<file path="src/rtl/alu_pkg.sv">
// Shared ALU definitions: data width, operation codes and the registered output bundle.
package alu_pkg;

    localparam int unsigned ALU_W = 32;

    localparam logic [3:0] ALU_ADD  = 4'd2;
    localparam logic [3:0] ALU_SUB  = 4'd3;
    localparam logic [3:0] ALU_OR   = 4'd4;
    localparam logic [3:0] ALU_NOR  = 4'd5;
    localparam logic [3:0] ALU_AND  = 4'd6;
    localparam logic [3:0] ALU_CBZ  = 4'd7;
    localparam logic [3:0] ALU_XOR  = 4'd9;
    localparam logic [3:0] ALU_NAND = 4'd12;
    localparam logic [3:0] ALU_MOV  = 4'd13;

    typedef struct packed {
        logic [ALU_W-1:0] result;
        logic             zero;
        logic             carry;
        logic             negative;
        logic             overflow;
    } alu_out_t;

    localparam alu_out_t ALU_RESET_OUT = '{result: '0, zero: 1'b1, carry: 1'b0,
                                           negative: 1'b0, overflow: 1'b0};

endpackage

</file>
<file path="src/rtl/alu_addsub.sv">
// Combinational 33-bit adder/subtractor; subtraction is A + ~B + 1 so carry means no-borrow.
module alu_addsub
    import alu_pkg::*;
(
    input  logic [ALU_W-1:0] a,
    input  logic [ALU_W-1:0] b,
    input  logic             sub,
    output logic [ALU_W-1:0] sum,
    output logic             carry,
    output logic             overflow
);

    logic [ALU_W-1:0] b_eff;
    logic [ALU_W:0]   sum_wide;

    always_comb begin
        b_eff    = sub ? ~b : b;
        sum_wide = {1'b0, a} + {1'b0, b_eff} + {{ALU_W{1'b0}}, sub};
        sum      = sum_wide[ALU_W-1:0];
        carry    = sum_wide[ALU_W];
        // Same-sign operands into the adder with a sign flip on the output.
        overflow = (a[ALU_W-1] == b_eff[ALU_W-1]) && (sum[ALU_W-1] != a[ALU_W-1]);
    end

endmodule

</file>
<file path="src/rtl/alu_unit.sv">
// Registered single-cycle ALU: operation decode, flag generation and output register.
module alu_unit
    import alu_pkg::*;
(
    input  logic             clock,
    input  logic             reset,
    input  logic [ALU_W-1:0] readData1,
    input  logic [ALU_W-1:0] readData2,
    input  logic [3:0]       aluControlCode,
    output logic [ALU_W-1:0] result,
    output logic             zeroFlag,
    output logic             carryBit,
    output logic             negativeFlag,
    output logic             overflowFlag
);

    logic [ALU_W-1:0] as_sum;
    logic             as_carry;
    logic             as_overflow;
    alu_out_t         out_d;
    alu_out_t         out_q;

    alu_addsub u_addsub (
        .a        (readData1),
        .b        (readData2),
        .sub      (aluControlCode == ALU_SUB),
        .sum      (as_sum),
        .carry    (as_carry),
        .overflow (as_overflow)
    );

    always_comb begin
        out_d = '0;
        unique case (aluControlCode)
            ALU_ADD, ALU_SUB: begin
                out_d.result   = as_sum;
                out_d.carry    = as_carry;
                out_d.overflow = as_overflow;
            end
            ALU_OR:   out_d.result = readData1 | readData2;
            ALU_NOR:  out_d.result = ~(readData1 | readData2);
            ALU_AND:  out_d.result = readData1 & readData2;
            ALU_XOR:  out_d.result = readData1 ^ readData2;
            ALU_NAND: out_d.result = ~(readData1 & readData2);
            ALU_CBZ, ALU_MOV: out_d.result = readData2;
            default:  out_d.result = '0;
        endcase
        // Flags derive from the final result so undefined codes still report zero.
        out_d.zero     = (out_d.result == '0);
        out_d.negative = out_d.result[ALU_W-1];
    end

    always_ff @(posedge clock) begin
        if (reset) begin
            out_q <= ALU_RESET_OUT;
        end else begin
            out_q <= out_d;
        end
    end

    assign result       = out_q.result;
    assign zeroFlag     = out_q.zero;
    assign carryBit     = out_q.carry;
    assign negativeFlag = out_q.negative;
    assign overflowFlag = out_q.overflow;

endmodule

</file>
<file path="config.mk">
export PLATFORM = sky130hd
export DESIGN_NAME = alu_unit
export DESIGN_NICKNAME = d
export VERILOG_FILES = /design/src/rtl/alu_pkg.sv /design/src/rtl/alu_addsub.sv /design/src/rtl/alu_unit.sv
export SDC_FILE = /design/constraint.sdc
export NUM_CORES = 1
export LEC_CHECK = 0
export BUFFER_PORTS_ARGS = -buffer_cell sky130_fd_sc_hd__buf_2
export CAP_MARGIN = 20
export CORE_MARGIN = 2
export CORE_UTILIZATION = 35
export CTS_BUF_LIST = sky130_fd_sc_hd__clkbuf_16
export DETAILED_ROUTE_END_ITERATION = 12
export PLACE_DENSITY = 0.57
export SLEW_MARGIN = 20
export SYNTH_ARGS = -nofsm -noshare
export SYNTH_HDL_FRONTEND = slang
export SYNTH_SLANG_ARGS = --single-unit
</file>
<file path="constraint.sdc">
create_clock -name clock -period 4.2 [get_ports clock]
set_input_delay 0.84 -clock clock [delete_from_list [all_inputs] [get_ports clock]]
set_output_delay 0.84 -clock clock [all_outputs]
set_load 0.01 [all_outputs]
</file>
* Word-level counts from Yosys, hierarchy flattened *
Cells that the tools add are included.

operators by class
  muxes and demuxes = 2
  $add $sub $neg = 2
  reductions and logical operators = 5
  equal/unequal tests = 11
  bitwise operators = 7

operator list
  operator            number
  $pmux 32 s7         1
  $not 32->32         3
  $add 32x32->33      1
  $add 33x1->33       1
  $and 32x32->32      1
  $logic_not 32->1    1
  $mux 32             1
  $or 32x32->32       1
  $xor 32x32->32      1
  $eq 4x3->1 const B  4
  $eq 4x4->1 const B  3
  $eq 4x2->1 const B  2
  $reduce_or 2->1     3
  $eq 1x1->1          1
  $logic_and 1x1->1   1
  $ne 1x1->1          1
  $not 1->1           1

word-level totals
  output and inout port bits = 36
  register bits after elaboration = 36

* Logic depth before layout (Yosys ltp) *
  depth in word-level cells = 6
  depth in mapped cells = 16

* Cells and area by module *
Synthesis repeated with hierarchy kept, for this count alone.

unflattened totals
  cells, all modules = 779
  area, all modules = 5888.1 µm²

modules (own cells, without submodules)
  module      seq. area each (µm²)  instances  cells each  area an instance (µm²)
  alu_unit    700.7                 1          503         3905.0
  alu_addsub  0.0                   1          276         1983.2

* Worst setup path before layout *
OpenSTA, ideal clock, no wires.

  path kind = input port to flip-flop
  from = input aluControlCode[3]
  to = register out_q (netlist bit zeroFlag)
  slack = -0.004 ns
  buffers on the path = 3
  setup time = 0.096 ns
  cell stages on the path = 16
  arrival time = 4.108 ns
  cell sequence = nand4bb_1 > buf_4 > buf_1 > xnor2_1 > ha_1 > clkbuf_1 > nand3_1 > o211ai_1 > a2111oi_2 > o21a_1 > o41ai_1 > xor2_1 > a221oi_2 > o211a_1 > nand4_1 > o41ai_2

on the way
  word-level cells in the longest chain between the ends = 6
  elaborated cells on any way between the ends = 16
  classes of those cells = add/sub: 2; eq/ne: 9; mux: 2; reduce/logical: 3

RTL lines
  item                  RTL line                        RTL
  start, declared       alu_unit.sv:9                   input logic [3:0] aluControlCode,
  $eq 4x2->1            alu_unit.sv:26, alu_unit.sv:34
  $mux 32               alu_addsub.sv:17                b_eff = sub ? ~b : b;
  $add 32x32->33        alu_addsub.sv:18                sum_wide = {1'b0, a} + {1'b0, b_eff} + {{ALU_W{1'b0}}, sub};
  $add 33x1->33         alu_addsub.sv:18
  $pmux 32 s7 (*)       alu_unit.sv:34                  unique case (aluControlCode)
  $logic_not 32->1 (*)  alu_unit.sv:49                  out_d.zero = (out_d.result == '0);
  end signal, assigned  alu_unit.sv:57                  out_q <= out_d;
  end, declared         alu_unit.sv:21                  alu_out_t out_q;

Mark *: on every way between the ends. The rest lies on a longest branch, timed or not.
A chain may end at the register's enable or synchronous reset.

* Final worst setup path *
Same ends and word-level chain as after synthesis.

==> impl_metrics.yaml <==
synth:
  mappedNetlistNets: 956
  synth_top_family_by_area: "compound AO/OA/AOI/OAI gates"
  async_flop_share_pct: 0
  yosysTopAreaCell: "ha_1"
  yosysSeqAreaShare_pct: 11.5
  netlist_area_mm2: 0.00607
  ys_top_cells_by_area: "ha_1 21%, dfxtp_1 12%, xnor2_1 9.4%"
  synth_compound_area_share_pct: 27.9
  ys.flop_type: "dfxtp_1"
  synth-simple-area-share_pct: 18.4
  synth_cells: 785
  ys_seq_elements: 35
  synthXorXnorAreaFrac_pct: 10.8
  yosysWarnings: 0
  synth_fa_ha_area_share_pct: 20.9
  synthMuxAreaShare_pct: 1.50
  yosysUniqueCellTypes: 81
  synth_common_cells: "100 x ha_1, 74 x inv_1, 65 x xnor2_1, 50 x a21oi_1, 50 x nor2_1"
  synth-edff-count: 0
  yosysTopAreaCellShare_pct: 20.6
  syn_avg_cell_area_um2: 7.73
  synth.most_common_cell: "ha_1"
worst_setup_path:
  required_ns: 4.38
  endpoint_kind: "flop"
  crit_family: "compound AO/OA/AOI/OAI gates"
  crit_buf_inv: 5
  crit_path_max_fanout: 13
  critPathArrivalTime_ns: 4.17
  cp_slowest_stage_delay_ns: 0.29
  critPathLaunchType: "input pin"
  path_cells: "buf_2 > nand4bb_2 > buf_12 > buf_12 > xnor2_1 > ha_1 > buf_4 > a21oi_4 > o21ai_2 > buf_4 > a211oi_2 > o21ai_4 > a41o_1 > nand4b_1 > and3b_1 > and4b_1 > nand4b_1 > o41ai_2"
  critPathKind: "in2reg"
  slowest_stage: "a211oi_2"
clocking:
  h-tree-depth: 2
  clkTransAtPathRegs_ns: 0.05
  clockBufferDepth: 2
  cts_buffers: 5
  root_buffer: "clkbuf_16"
  cts_tree: "yes"
  clkSinkCount: 35
  cts_hold_buf: 0
layout:
  syn2layout_area_growth_pct: 30.5
  final_core_util_pct: 46.3
  design_area_mm2: 0.00792
  layout.cells.non_filler: 1211
  fin_nets: 1157
  fillers: 1733
  drive_gt1_share_pct: 29.1
global_routing:
  grt_pass1_vias: 5932
  grt_max_degree: 49
  antenna_found_initial: 1
  grt_pass1_wl_mm: 33.0
  grt_use_total_pct: 22.6
  grt.overflow.total: 0
routing:
  viasPerCell: 5.29
  drt-total-wl_mm: 20.8
  wl_per_cell_um: 17.2
  drtIter0Drc: 522
  first_pass_iters: 5
  vias: 6408
  drc: 0
  antenna_left: 0
power_and_ir_drop:
  pwr_density_cell_mw_per_mm2: 218
  irDropWorstVdd_uv: 200
  leakagePower_nw: 3.82
timing:
  setup_violations: 0
  slew_headroom_pct: 27.7
  hold_violations: 0
  max_freq_ghz: 0.251
  timing.final.crit_share_pct: 95.0
  maxSlewViolCount: 0
  final.min_clock_period_ns: 3.99
  worst_pin_slew_ns: 1.08
  postLayoutSetupSlackWorst_ns: 0.211
flow_run:
  drv_cap: 0
floorplanning:
  core_mm2: 0.0171
  dieHeight_um: 136
  ios: 106
  rows: 48
  die_area_mm2: 0.0184
  start_util_pct: 35.5
  die_x_um: 136
min_path:
  hp-class: "in2reg"
  hold_end: "result[2]$_SDFF_PP0_"
  min_from: "readData2[2]"
  hold_depth: 3
place:
  dp_cells: 1201
  hpwl_mm: 16.7
  gp_congestion: 0.934
  io_buffers: 105
  place_area_mm2: 0.00768
  place_ws_ns: -0.218
status:
  run_status: "complete, no violations"
## timing repair
item / CTS / global route
setup endpoints to repair: 0 / 1
resized for setup: 0 / 15
setup buffers: 0 / 3
## cells by family (layout without fill, tap and decap cells)
kind of cell | after synthesis | count (layout)
compound gates | 229 | 229
simple gates | 213 | 213
buf+inv | 123 | 323
fa+ha+maj | 101 | 101
xor+xnor | 75 | 75
flops | 35 | 35
mux | 9 | 9
other cells | 0 | 1
## cell usage in the layout, fill, tap and decap left out, drive strengths merged, types with 9 or more instances in the layout
master / n
o21ai: 31
a22oi: 29
nand4: 12
a21oi: 54
a221oi: 11
nand2: 49
o21a: 10
o221ai: 17
nor2: 50
inv: 75
nor3: 21
ha: 100
buf: 243
nand3: 14
o211ai: 10
nor2b: 9
and2: 10
xnor2: 65
dfxtp: 35
xor2: 10
nand2b: 12
## per-layer routing
metal	share of wire [%]	wire length [um]	track usage, %
met1	50	10400	34.0
met4	1.3	274	5.27
met3	6.2	1290	3.37
met2	43	8850	33.6
met5	0	0	0
## worst max-delay path by stage
stage	from	end	depth (start not counted)
after floorplan	aluControlCode[3]	zeroFlag$_SDFF_PP1_	15
after global placement	aluControlCode[3]	zeroFlag$_SDFF_PP1_	17
after detailed placement	aluControlCode[3]	zeroFlag$_SDFF_PP1_	16
after CTS	aluControlCode[3]	zeroFlag$_SDFF_PP1_	16
after global routing	aluControlCode[3]	zeroFlag$_SDFF_PP1_	17
final	aluControlCode[3]	zeroFlag$_SDFF_PP1_	18
## stage by stage
stage,hold WS [ns],TNS [ns],total power [mW]
CTS,0.932,0,1.70
global placement,1.22,-0.105,1.37
global route,0.937,-0.0195,1.85
detailed placement,1.21,-0.218,1.37
finish,0.919,0,1.73
floorplan,0.909,0,0.948
## state kept, by name, summed over array words and instances (netlist names)
signal,count
overflowFlag,1
result,32
zeroFlag,1
carryBit,1
## where the power goes
part / total (mW) / internal [mW] / switching (mW)
clock: 0.324 / 0.210 / 0.115
combinational: 1.04 / 0.486 / 0.552
sequential: 0.365 / 0.359 / 0.00543
total: 1.73 / 1.06 / 0.672
## layout make-up
type                       count  area (um^2)  area share [%]
inverter                      74          278            3.51
multi-input combinational    627         4940            62.4
antenna                        1         2.50          0.0316
clock inverter                 1         3.75          0.0474
clock buffer                   5          125            1.58
timing repair buffer         243         1590            20.0
sequential                    35          701            8.85
tap                          225          282            3.55
Note: power is estimated with default switching activity, not from simulation.
